<file path="config.mk">
export PLATFORM = sky130hd
export DESIGN_NAME = uart_tx_serializer
export DESIGN_NICKNAME = d
export VERILOG_FILES = /design/src/rtl/uart_tx_serializer.sv
export SDC_FILE = /design/constraint.sdc
export NUM_CORES = 1
export LEC_CHECK = 0
export ABC_AREA = 1
export CAP_MARGIN = 10
export CORE_AREA = 2 2 60 62
export DETAILED_ROUTE_END_ITERATION = 10
export DIE_AREA = 0 0 62 64
export GPL_TIMING_DRIVEN = 0
export PLACE_DENSITY = 0.75
export SETUP_SLACK_MARGIN = 0.3
export SLEW_MARGIN = 15
export SYNTH_ARGS = -nofsm -noshare
export SYNTH_HDL_FRONTEND = slang
export SYNTH_SLANG_ARGS = --single-unit
</file>
<file path="constraint.sdc">
create_clock -name clk -period 1.89 [get_ports clk]
set_input_delay 0.378 -clock clk [delete_from_list [all_inputs] [get_ports clk]]
set_output_delay 0.378 -clock clk [all_outputs]
set_load 0.03 [all_outputs]
</file>
<file path="src/rtl/uart_tx_serializer.sv">
// 8N1 UART transmitter: valid/ready byte in, start + 8 data LSB-first + stop out.
// Define UART_TX_PARITY_EN to insert a parity bit (sense set by PARITY_ODD).
module uart_tx_serializer #(
    parameter int CLKS_PER_BIT = 4,
    parameter int PARITY_ODD   = 0
) (
    input  logic       clk,
    input  logic       rst,
    input  logic       tx_valid,
    input  logic [7:0] tx_data,
    output logic       tx_ready,
    output logic       tx,
    output logic       tx_busy,
    output logic       tx_done
);

    typedef enum logic [2:0] {
        IDLE   = 3'd0,
        START  = 3'd1,
        DATA   = 3'd2,
        PARITY = 3'd3,
        STOP   = 3'd4
    } state_t;

    localparam logic [15:0] TC = 16'(CLKS_PER_BIT - 1);

    if (CLKS_PER_BIT < 1 || CLKS_PER_BIT > 65535 ||
        PARITY_ODD < 0 || PARITY_ODD > 1) begin : g_bad_param
        $error("uart_tx_serializer: illegal parameter value");
    end

    state_t      state, state_n;
    logic [15:0] cnt, cnt_n;
    logic [2:0]  idx, idx_n;
    logic [7:0]  shift, shift_n;
    logic        tx_n;
    logic        done_n;
    logic        tc;

    assign tc       = (cnt == TC);
    assign tx_ready = (state == IDLE);
    assign tx_busy  = !tx_ready;

`ifdef UART_TX_PARITY_EN
    logic par_bit;
    assign par_bit = (^shift_n) ^ (PARITY_ODD != 0);
`endif

    always_comb begin
        state_n = state;
        cnt_n   = cnt + 16'd1;
        idx_n   = idx;
        shift_n = shift;
        done_n  = 1'b0;
        tx_n    = 1'b1;

        case (state)
            IDLE: begin
                cnt_n = 16'd0;
                idx_n = 3'd0;
                if (tx_valid) begin
                    shift_n = tx_data;
                    state_n = START;
                end
            end
            START: begin
                if (tc) begin
                    cnt_n   = 16'd0;
                    state_n = DATA;
                end
            end
            DATA: begin
                if (tc) begin
                    cnt_n = 16'd0;
                    idx_n = idx + 3'd1;
                    if (idx == 3'd7) begin
`ifdef UART_TX_PARITY_EN
                        state_n = PARITY;
`else
                        state_n = STOP;
`endif
                    end
                end
            end
`ifdef UART_TX_PARITY_EN
            PARITY: begin
                if (tc) begin
                    cnt_n   = 16'd0;
                    state_n = STOP;
                end
            end
`endif
            STOP: begin
                if (tc) begin
                    cnt_n   = 16'd0;
                    state_n = IDLE;
                    done_n  = 1'b1;
                end
            end
            default: begin
                cnt_n   = 16'd0;
                idx_n   = 3'd0;
                state_n = IDLE;
            end
        endcase

        // tx is registered, so it is driven from the state being entered
        case (state_n)
            START:   tx_n = 1'b0;
            DATA:    tx_n = shift_n[idx_n];
`ifdef UART_TX_PARITY_EN
            PARITY:  tx_n = par_bit;
`endif
            default: tx_n = 1'b1;
        endcase
    end

    always_ff @(posedge clk) begin
        if (rst) begin
            state   <= IDLE;
            cnt     <= 16'd0;
            idx     <= 3'd0;
            shift   <= 8'd0;
            tx      <= 1'b1;
            tx_done <= 1'b0;
        end else begin
            state   <= state_n;
            cnt     <= cnt_n;
            idx     <= idx_n;
            shift   <= shift_n;
            tx      <= tx_n;
            tx_done <= done_n;
        end
    end

endmodule

</file>
After elaboration in Yosys (flattened, before gate mapping). Cells that the tools add are included.

Mux-type cells: 14. Shifts and indexed selects: 0. Equal/unequal tests: 7. Div/mod/pow operators: 0. Multipliers: 0. Reductions and logical operators: 6. Bitwise operators: 2. Magnitude comparators: 1. Add/sub/neg operators: 2.

Operators with widths (number): 3-bit 2-to-1 mux (6); 16-bit by 1-bit adder with 16-bit output, second input constant (1); 16-bit by 2-bit == test with 1-bit output, second input constant (1); 8-bit 2-to-1 mux (2); 3-bit case mux with 4 select lines (1); 3-bit by 1-bit == test with 1-bit output, second input constant (2); 3-bit by 2-bit == test with 1-bit output, second input constant (2); 3-bit == test, second input constant (2); 3-bit case mux with 2 select lines (1); 3-bit OR reduction (2); 3-bit by 4-bit < comparator with 1-bit output, second input constant (1); 2-bit OR reduction (2); 3-bit by 1-bit adder with 3-bit output, second input constant (1); 1-bit binary-select mux with 3-bit select (1); 3-bit zero test (1); 1-bit 2-to-1 mux (2); 1-bit NOT (2); 1-bit case mux with 2 select lines (1); 1-bit zero test (1).

ROM bits: 0. Register bits after elaboration: 32. Memories: 0. Bits in writable memories: 0. Input bits: 11. Latch bits: 0. Word-level logic and storage cells: 38.

Longest topological paths before layout. Gate-level depths: netlist (run 1).

Word-level depth: 6. Depth in mapped cells: 14.

Worst setup path before layout (run 1). No wires, ideal clock.

Path type: register -> register. From: reg state[2]. To: reg tx. Arrival: 1639 ps. Required time: 1771 ps. Slack: 132 ps. Path buffers: 1. Stages on the path, launching flop included: 12. Library setup time: 119 ps. Cells stage by stage: dfxtp_1 -> inv_1 -> nand2_1 -> nor2_2 -> nand2_2 -> buf_4 -> o21ai_1 -> nand4_1 -> nand3_1 -> nand3_1 -> nand3_1 -> nand2_1.

Elaborated cells between the ends (all ways): 18. Those cells by class: eq/ne: 5; mux: 11; reduce/logical: 2.

RTL lines: start, declared (line 32) `state_t state, state_n;`; start signal, assigned (line 127) `state <= state_n;`; 3-bit zero test *; named net tx_ready (line 11) `output logic tx_ready,`; 8-bit 2-to-1 mux (line 57) `case (state)`; 1-bit binary-select mux with 3-bit select (line 110) `DATA: tx_n = shift_n[idx_n];`; 1-bit 2-to-1 mux (implied by the code) (line 110); 1-bit case mux with 2 select lines * (line 108) `case (state_n)`; end signal, assigned (line 131) `tx <= tx_n;`; end, declared (line 12) `output logic tx,`.

The timed path passes the listed nets; every way through them passes the cells marked *. The select of a mux whose other input is x is not followed. A chain may end at the register's enable or synchronous reset.

Final worst setup path (run 1).
From: reg cnt[0]. To: reg tx.

Longest elaborated chain between the ends: 6. Elaborated cells between the ends (all ways): 12. Those cells by class: eq/ne: 3; mux: 9.

RTL lines: start, declared (line 33) `logic [15:0] cnt, cnt_n;`; start signal, assigned (line 128) `cnt <= cnt_n;`; 16-bit by 2-bit == test with 1-bit output * (line 40) `assign tc = (cnt == TC);`; 3-bit 2-to-1 mux (line 73) `if (tc) begin`; 3-bit case mux with 2 select lines (line 57); 1-bit binary-select mux with 3-bit select (line 110); 1-bit 2-to-1 mux (implied by the code) (line 110); 1-bit case mux with 2 select lines * (line 108).

Mark *: on every way between the ends. The rest lies on a longest branch, timed or not. The select of a mux whose other input is x is not followed.

==> results of run 1 <==
[sequential cells by signal (all words and copies together) (netlist names)]
signal / flops
idx: 3
tx_done: 1
shift: 8
cnt: 16
state: 3
tx: 1
[where the power goes]
part	leakage [nW]	total [mW]	switching, mW	internal [mW]
Combinational	0.653	0.187	0.101	0.0859
Clock	0.0380	0.422	0.245	0.177
Sequential	0.265	0.704	0.00974	0.695
Total	0.955	1.31	0.356	0.957
[timing repair]
item	in CTS	in global routing
pin swaps	10	14
endpoints found under the setup margin	18	23
setup buffers	10	5
gates resized for setup	23	49
gates cloned	1	0
[path summary, 6_finish.rpt]
check             slack (ns)         startpoint                  end
setup reg to reg        0.18  cnt[0]$_SDFF_PP0_        tx$_SDFF_PP1_
hold / removal          0.37                rst  state[0]$_SDFF_PP0_
hold reg to reg         0.49  cnt[4]$_SDFF_PP0_    cnt[4]$_SDFF_PP0_
setup / recovery        0.18  cnt[0]$_SDFF_PP0_        tx$_SDFF_PP1_
[through the flow]
step / hold slack [ns] / setup WS (ns)
floorplan: 0.4189 / 0.2916
global placement: 0.4311 / 0.07441
detailed placement: 0.4423 / 0.06257
CTS: 0.3551 / 0.1716
global route: 0.3630 / 0.08791
finish: 0.3663 / 0.1813
[cell usage after synthesis, types with 2 or more instances]
| master | number | area share, % |
|---|---|---|
| nor3_4 | 2 | 2.0 |
| dfxtp_1 | 32 | 39 |
| inv_1 | 32 | 7.3 |
| a31oi_1 | 2 | 0.76 |
| a21oi_1 | 7 | 2.1 |
| inv_2 | 4 | 0.91 |
| nor3_1 | 3 | 0.91 |
| ha_1 | 3 | 2.3 |
| nor2_1 | 47 | 11 |
| nand2_2 | 2 | 0.76 |
| o21ai_1 | 6 | 1.8 |
| or2_2 | 2 | 0.76 |
| nand4_1 | 8 | 3.0 |
| nand2_1 | 44 | 10 |
| nand3_1 | 21 | 6.4 |
| o21ai_0 | 12 | 3.7 |
[worst max-delay path: stages, from the launching register on]
cell and delay [ns]:
dfxtp_2 0.37, ha_4 0.16, inv_2 0.05, nor2_4 0.09, nand2_2 0.07, nor2_4 0.14, nand2_4 0.09, inv_6 0.08
nand3_1 0.06, o21ai_0 0.08, nand2_1 0.12, inv_1 0.07, nand3_1 0.10, nand3_2 0.09, nand2_1 0.05
[cell type report]
class / count / area, um^2
clock buffer: 6 / 51.30
multi-input combinational: 169 / 1012
timing repair buffer: 29 / 274.0
tap: 46 / 57.56
buffer: 4 / 35.03
inverter: 37 / 148.9
sequential: 32 / 651.9
fill: 290 / 1044
clock inverter: 2 / 10.01
[layer usage]
layer  share of wire (%)  vias up
li1                    -      854
met1                  48      730
met2                  47       24
met3                 3.5        7
met4                 2.2        0
met5                   0        -
[cell families after synthesis]
group	after synthesis
AOI/OAI and AO/OA	29
and+or+nand+nor	134
buffers and inverters	41
DFF	32
xor gates and xnor gates	2
adders and majority gates	3
muxes	1
==> results.toml, run 1 <==
[run_status]
status = "completed"

[drt]
antenna_left = 0
vias = 1615
vias_per_cell = 4.969
wl_per_cell_um = 11.20
drt_iter0_drc = 39
finalWirelength_mm = 3.640
drtPass1Iterations = 4
drc = 0

[place]
dpl.cell_count = 301
numPortBuffers = 13
hpwl_mm = 2.311
gp_congestion = 0.8460
post_dp_cell_area_um2 = 1877

[pwr]
irDropWorstVdd_mv = 0.4653
p_leak_nw = 0.9551
power_density_nw_per_um2 = 586.2
power.total_mw = 1.314

[layout]
fin_nets = 292
fin_util_pct = 68.23
area_delta_synth_final_pct = 36.20
diodes = 0
fin_area_um2 = 2241
final_cell_mix = "nand2_1, nor2_1, inv_1, dfxtp_1, nand3_1"
stdcell_count = 325
drive_gt1_share_pct = 33.33
layout_commonest_cell = "nand2_1"

[die]
die_y_um = 64
core_um2 = 3284
die_w_um = 62
initial_utilization_pct = 50.10
io_pins = 15
die_area_um2 = 3968
row_count = 21

[worst_setup_path]
arrival_ns = 1.95
start_kind = "register"
required_ns = 2.13
worstPathMaxFanout = 5
reg2reg_depth = 14
endpoint_kind = "register"
crit_type = "reg -> reg"

[synthesis]
synthMuxAreaShare_pct = 0.6084
synth_cell_types = 31
synth_seq_area_share_pct = 38.94
yosysWarnings = 0
yosys_register_bits = 32
synth-compound-area-share_pct = 9.354
syn-num-nets = 256
synth.cell_area_um2 = 1645
synth_edf_count = 0
synthAdderAreaFrac_pct = 2.281
synth_flop_cell = "dfxtp_1"
syn_avg_cell_area_um2 = 6.799
synthXorXnorAreaFrac_pct = 1.065
ys_async_sr_fraction_pct = 0
synth_top_family_by_area = "simple AND/OR/NAND/NOR gates"
synthCells = 242
yosys.area_share.simple_pct = 37.49

[grt]
met3_usage_pct = 6.275
grt_pass1_wl_mm = 5.816
grt_pass1_vias = 1418
antenna_found_initial = 0
grt_use_total_pct = 19.70
met1_usage_pct = 25.54
grt_start_max_net_pins = 11
busiest_layer = "met2"
use_met2_pct = 29.82
grt-ovfl-total = 0

[clock_tree]
clock_sinks = 32
ctsHoldBuffers = 0
cts_buffers = 5
cts_buffer_depth = 2
h-tree-depth = 2
root_buffer = "clkbuf_4"
clkTransAtPathRegs_ns = 0.10
cts_tree = "built"
clock_latency_ns = 0.34

[sta]
rsz0062_at_grt = "true"
period_share_pct = 90.41
hold_viol = 0
drv_slew = 0
worst_slew_pin_slew_ns = 0.5159
setup_viol = 0
period_minus_slack_ns = 1.709
relSlewSlack_pct = 65.61
fmax_ghz = 0.5852
clock_skew_ns = 0.007065
setup_tns_ns = 0

[hold_path]
hold_path.class = "in -> reg"
min_delay_path_depth = 2

[run]
maxCapViolCount = 0
Power figures use the tool's default switching activity.
==> run 2: changes to the inputs <==
--- a/config.mk
+++ b/config.mk
@@ -7,11 +7,12 @@
 export LEC_CHECK = 0
 export ABC_AREA = 1
 export CAP_MARGIN = 10
-export CORE_AREA = 2 2 60 62
+export CORE_AREA = 2 2 50 75
 export DETAILED_ROUTE_END_ITERATION = 10
-export DIE_AREA = 0 0 62 64
+export DIE_AREA = 0 0 52 77
 export GPL_TIMING_DRIVEN = 0
-export PLACE_DENSITY = 0.75
+export MAX_ROUTING_LAYER = met4
+export PLACE_DENSITY = 0.74
 export SETUP_SLACK_MARGIN = 0.3
 export SLEW_MARGIN = 15
 export SYNTH_ARGS = -nofsm -noshare
==> results.toml, run 2 (same netlist as run 1, synthesis figures left out) <==
[pwr]
seq_power_share_pct = 49.5
swShare_pct = 24.88
irDropWorstVdd_mv = 0.3792
p_leak_nw = 0.9458
p_clk_share_pct = 38.1
power.share.combinational_pct = 12.4
p_sw_mw = 0.3547
p_int_mw = 1.071
power_density_nw_per_um2 = 651.6

[sta]
period_share_pct = 88.59
setup_viol = 0
hold_viol = 0
rsz0062_at_grt = "true"
setup_tns_ns = 0
drv_slew = 0
clock_skew_ns = 0.004283
period_minus_slack_ns = 1.674
relSlewSlack_pct = 69.03
fmax_ghz = 0.5973
worst_slew_pin_slew_ns = 0.4646

[grt]
grt_pass1_vias = 1508
grt_pass1_wl_mm = 5.920
grt-ovfl-total = 0
grt_start_max_net_pins = 11
antenna_found_initial = 0
grt_use_total_pct = 20.11

[layout]
layout_commonest_cell = "nand2_1"
largest_reg_flops = 16
largestRegisters = "cnt (16), shift (8)"
area_delta_synth_final_pct = 33.00
final_cell_mix = "nand2_1, nor2_1, inv_1, dfxtp_1, nand3_1"
fin_nets = 291
top_register = "cnt"
fin_util_pct = 65.31
drive_gt1_share_pct = 26.98
diodes = 0

[clock_tree]
clock_sinks = 32
clkTransAtPathRegs_ns = 0.06
clock_latency_ns = 0.28
root_buffer = "clkbuf_8"
h-tree-depth = 2
cts_buffers = 5
cts_buffer_depth = 2
cts_tree = "built"

[worst_setup_path]
required_ns = 2.07
start_kind = "register"
cpMostUsedCell = "nand2_1"
arrival_ns = 1.85
crit_slowest_cell = "dfxtp_2"
crit_chain = "ha_4 > inv_2 > nor2_2 > nand2_2 > nor2_4 > nand2_4 > inv_4 > nor2_1 > a31oi_1 > nand2_1 > a211oi_2 > nand2_1"
max_stage_delay_ns = 0.36
endpoint_kind = "register"
worstPathMaxFanout = 5
crit_type = "reg -> reg"

[drt]
antenna_left = 0
finalWirelength_mm = 3.731
vias = 1630
drt_iter0_drc = 54
wl_per_cell_um = 11.66
drtPass1Iterations = 4
drc = 0
vias_per_cell = 5.094

[die]
row_count = 26
core_um2 = 3351
die_area_um2 = 4004
io_pins = 15
initial_utilization_pct = 49.10
die_w_um = 52
die_y_um = 77

[run]
maxCapViolCount = 0

[hold_path]
hold_path.class = "in -> reg"

[run_status]
status = "completed"

[place]
hpwl_mm = 2.505
gp_congestion = 0.8459
numPortBuffers = 13
-- run 2: routing by layer --
layer	vias to the layer above	track usage, %	part of all wire, %
met4	0	10.53	2.0
met5	-	-	0
li1	842	-	-
met2	34	37.59	56
met1	744	17.24	38
met3	10	4.864	4.2
-- run 2: cell type report --
| type | count | area, um^2 |
|---|---|---|
| Multi-Input combinational cell | 169 | 950.9 |
| Inverter | 37 | 143.9 |
| Clock buffer | 8 | 90.09 |
| Timing Repair Buffer | 28 | 266.5 |
| Sequential cell | 32 | 649.4 |
| Fill cell | 289 | 1162 |
| Buffer | 4 | 35.03 |
| Tap cell | 42 | 52.55 |
-- run 2: power by group through the flow --
stage,registers [mW],clock network [mW],logic (mW)
2_1_floorplan,0.723,0,0.103
3_3_place_gp,0.719,0,0.156
3_5_place_dp,0.720,0,0.158
4_1_cts,0.705,0.555,0.170
5_1_grt,0.707,0.582,0.192
6_report,0.705,0.543,0.177
-- run 2: what timing repair did --
action	4_1_cts	5_1_grt
pin swaps	6	2
cloned	1	0
buffers inserted	10	4
hold endpoints to repair	0	0
resized for setup	23	21
endpoints found under the setup margin	20	18
hold buffers	0	0
-- run 2: per-stage QoR --
step | hold slack, ns | setup slack [ns] | instance area (um^2) | power (mW) | std cells
5_1_grt | 0.4294 | 0.06336 | 2188 | 1.481 | 320
3_3_place_gp | 0.4278 | 0.05353 | 1872 | 0.8753 | 297
4_1_cts | 0.4271 | 0.2442 | 2100 | 1.430 | 316
6_report | 0.4397 | 0.2157 | 2188 | 1.426 | 320
2_1_floorplan | 0.4189 | 0.2916 | 1689 | 0.8253 | 242
3_5_place_dp | 0.4359 | 0.06519 | 1872 | 0.8782 | 297
-- run 2: worst max-delay path: cells and delay by family (launching register included) --
family	cells	cell delay (ns)
buffers and inverters	2	0.12
DFF	1	0.36
AOI/OAI and AO/OA	2	0.35
and+or+nand+nor	7	0.58
adders and majority gates	1	0.15
-- run 2: final timing paths --
kind                                       endpoint  cells after the start                from  slack, ns
worst max register to register        tx$_SDFF_PP1_                     12   cnt[0]$_SDFF_PP0_       0.22
worst max-delay path                  tx$_SDFF_PP1_                     12   cnt[0]$_SDFF_PP0_       0.22
worst min-delay path            state[0]$_SDFF_PP0_                      2                 rst       0.44
worst min register to register   cnt[15]$_SDFF_PP0_                      2  cnt[15]$_SDFF_PP0_       0.50
==> run 3: changes to the inputs <==
--- a/config.mk
+++ b/config.mk
@@ -13,7 +13,7 @@
 export GPL_TIMING_DRIVEN = 0
 export MAX_ROUTING_LAYER = met4
 export PLACE_DENSITY = 0.74
-export SETUP_SLACK_MARGIN = 0.3
+export SKIP_CTS_REPAIR_TIMING = 1
 export SLEW_MARGIN = 15
 export SYNTH_ARGS = -nofsm -noshare
 export SYNTH_HDL_FRONTEND = slang
==> results.toml, run 3 (same netlist as run 1, synthesis figures left out) <==
[run_status]
status = "completed"

[die]
die_w_um = 52
die_y_um = 77
core_um2 = 3351
initial_utilization_pct = 49.10
row_count = 26
die_area_um2 = 4004
io_pins = 15

[pwr]
p_leak_nw = 0.8831
irDropWorstVdd_mv = 0.4228
power_density_nw_per_um2 = 676.9

[worst_setup_path]
rr_endpoint = "cnt[14]$_SDFF_PP0_"
max_stage_delay_ns = 0.34
critPathLaunch = "cnt[0]$_SDFF_PP0_"
cp-endpoint = "cnt[14]$_SDFF_PP0_"
crit_slowest_cell = "dfxtp_2"
reg2reg_depth = 12
required_ns = 2.07
path_buf_inv = 2
crit_chain = "ha_2 > nand2_1 > inv_1 > nand2_1 > nor2_2 > nand3_1 > nor2_2 > nand4_1 > nor2_2 > a21oi_2 > o21ai_1 > inv_1"
crit_type = "reg -> reg"
reg2reg_setup_slack_ns = 0.15
arrival_ns = 1.91
start_kind = "register"
critical_path.top_delay_family = "simple AND/OR/NAND/NOR gates"
crit_cells = 12
worstPathMaxFanout = 4
r2r_start = "cnt[0]$_SDFF_PP0_"
endpoint_kind = "register"
cpMostUsedCell = "nor2_2"

[place]
hpwl_mm = 2.504
dpl.cell_count = 297
gp_congestion = 0.8695
numPortBuffers = 13
post_dp_cell_area_um2 = 1828

[layout]
largest_reg_flops = 16
area_delta_synth_final_pct = 19.85
top_register = "cnt"
largestRegisters = "cnt (16), shift (8)"
stdcell_count = 310
fin_area_um2 = 1972
final_cell_mix = "nand2_1, nor2_1, inv_1, dfxtp_1, nand3_1"
diodes = 0
drive_gt1_share_pct = 14.18
fin_nets = 282

[grt]
grt_pass1_wl_mm = 5.885
grt-ovfl-total = 0
grt_pass1_vias = 1492
grt_use_total_pct = 19.42
grt_start_max_net_pins = 11
antenna_found_initial = 0

[drt]
vias = 1526
finalWirelength_mm = 3.355
antenna_left = 0
drc = 0
drt_iter0_drc = 22
drtPass1Iterations = 4
vias_per_cell = 4.923
wl_per_cell_um = 10.82

[sta]
setup_viol = 0
drv_slew = 0
period_share_pct = 91.82
rsz0062_at_grt = "true"
fmax_ghz = 0.5762
worst_slew_pin_slew_ns = 0.4477
relSlewSlack_pct = 70.15
setup_tns_ns = 0
clock_skew_ns = 0.004645
period_minus_slack_ns = 1.735
hold_viol = 0

[clock_tree]
h-tree-depth = 2
cts_buffers = 5
root_buffer = "clkbuf_8"
cts_buffer_depth = 2
cts_tree = "built"
clock_latency_ns = 0.28
clock_sinks = 32
clkTransAtPathRegs_ns = 0.06

[run]
maxCapViolCount = 0

[hold_path]
hold_path.class = "reg -> reg"
==> run 3: worst reg2reg max path, stage by stage, from the launching register on <==
cell and delay (ns):
dfxtp_2 0.34, ha_2 0.20, nand2_1 0.06, inv_1 0.09, nand2_1 0.07, nor2_2 0.13
nand3_1 0.13, nor2_2 0.13, nand4_1 0.16, nor2_2 0.16, a21oi_2 0.06, o21ai_1 0.07
inv_1 0.04
==> run 3: per-layer routing <==
metal / GRT usage (%) / share of wire, % / vias up / wire length, um
met4: 9.474 / 2.4 / 0 / 82
li1: - / - / 829 / -
met2: 34.43 / 54 / 16 / 1812
met1: 19.19 / 41 / 673 / 1374
met3: 4.086 / 2.5 / 8 / 85
met5: - / 0 / - / 0
==> run 3: through the flow <==
step / util (%) / hold WS (ns) / total power, mW / setup slack (ns)
after floorplan: - / 0.4175 / 0.8188 / 0.1318
after CTS: 56.87 / 0.4257 / 1.352 / -0.1726
after detailed placement: 54.56 / 0.4393 / 0.8709 / 0.008669
after global routing: 58.85 / 0.4415 / 1.407 / -0.1121
after global placement: 54.56 / 0.4310 / 0.8678 / 0.02437
final: 58.85 / 0.4212 / 1.335 / 0.1545
==> run 3: how the worst min path moves through the flow <==
stage	from	to	depth (start not counted)
global route	cnt[0]$_SDFF_PP0_	cnt[0]$_SDFF_PP0_	1
detailed placement	cnt[0]$_SDFF_PP0_	cnt[0]$_SDFF_PP0_	1
global placement	cnt[0]$_SDFF_PP0_	cnt[0]$_SDFF_PP0_	1
CTS	rst	state[0]$_SDFF_PP0_	2
finish	cnt[0]$_SDFF_PP0_	cnt[0]$_SDFF_PP0_	1
floorplan	cnt[0]$_SDFF_PP0_	cnt[0]$_SDFF_PP0_	1
==> run 3: power by group <==
group | switching [mW] | internal [mW]
Combinational | 0.0867 | 0.0643
Clock | 0.230 | 0.250
Sequential | 0.00877 | 0.695
==> run 3: final cells by class <==
class | count | area (um^2)
Tap cell | 42 | 52.55
Inverter | 37 | 141.4
Buffer | 4 | 27.53
Multi-Input combinational cell | 169 | 850.8
Fill cell | 328 | 1379
Sequential cell | 32 | 641.9
Clock buffer | 6 | 72.57
Timing Repair Buffer | 19 | 180.2
Clock inverter | 1 | 5.005
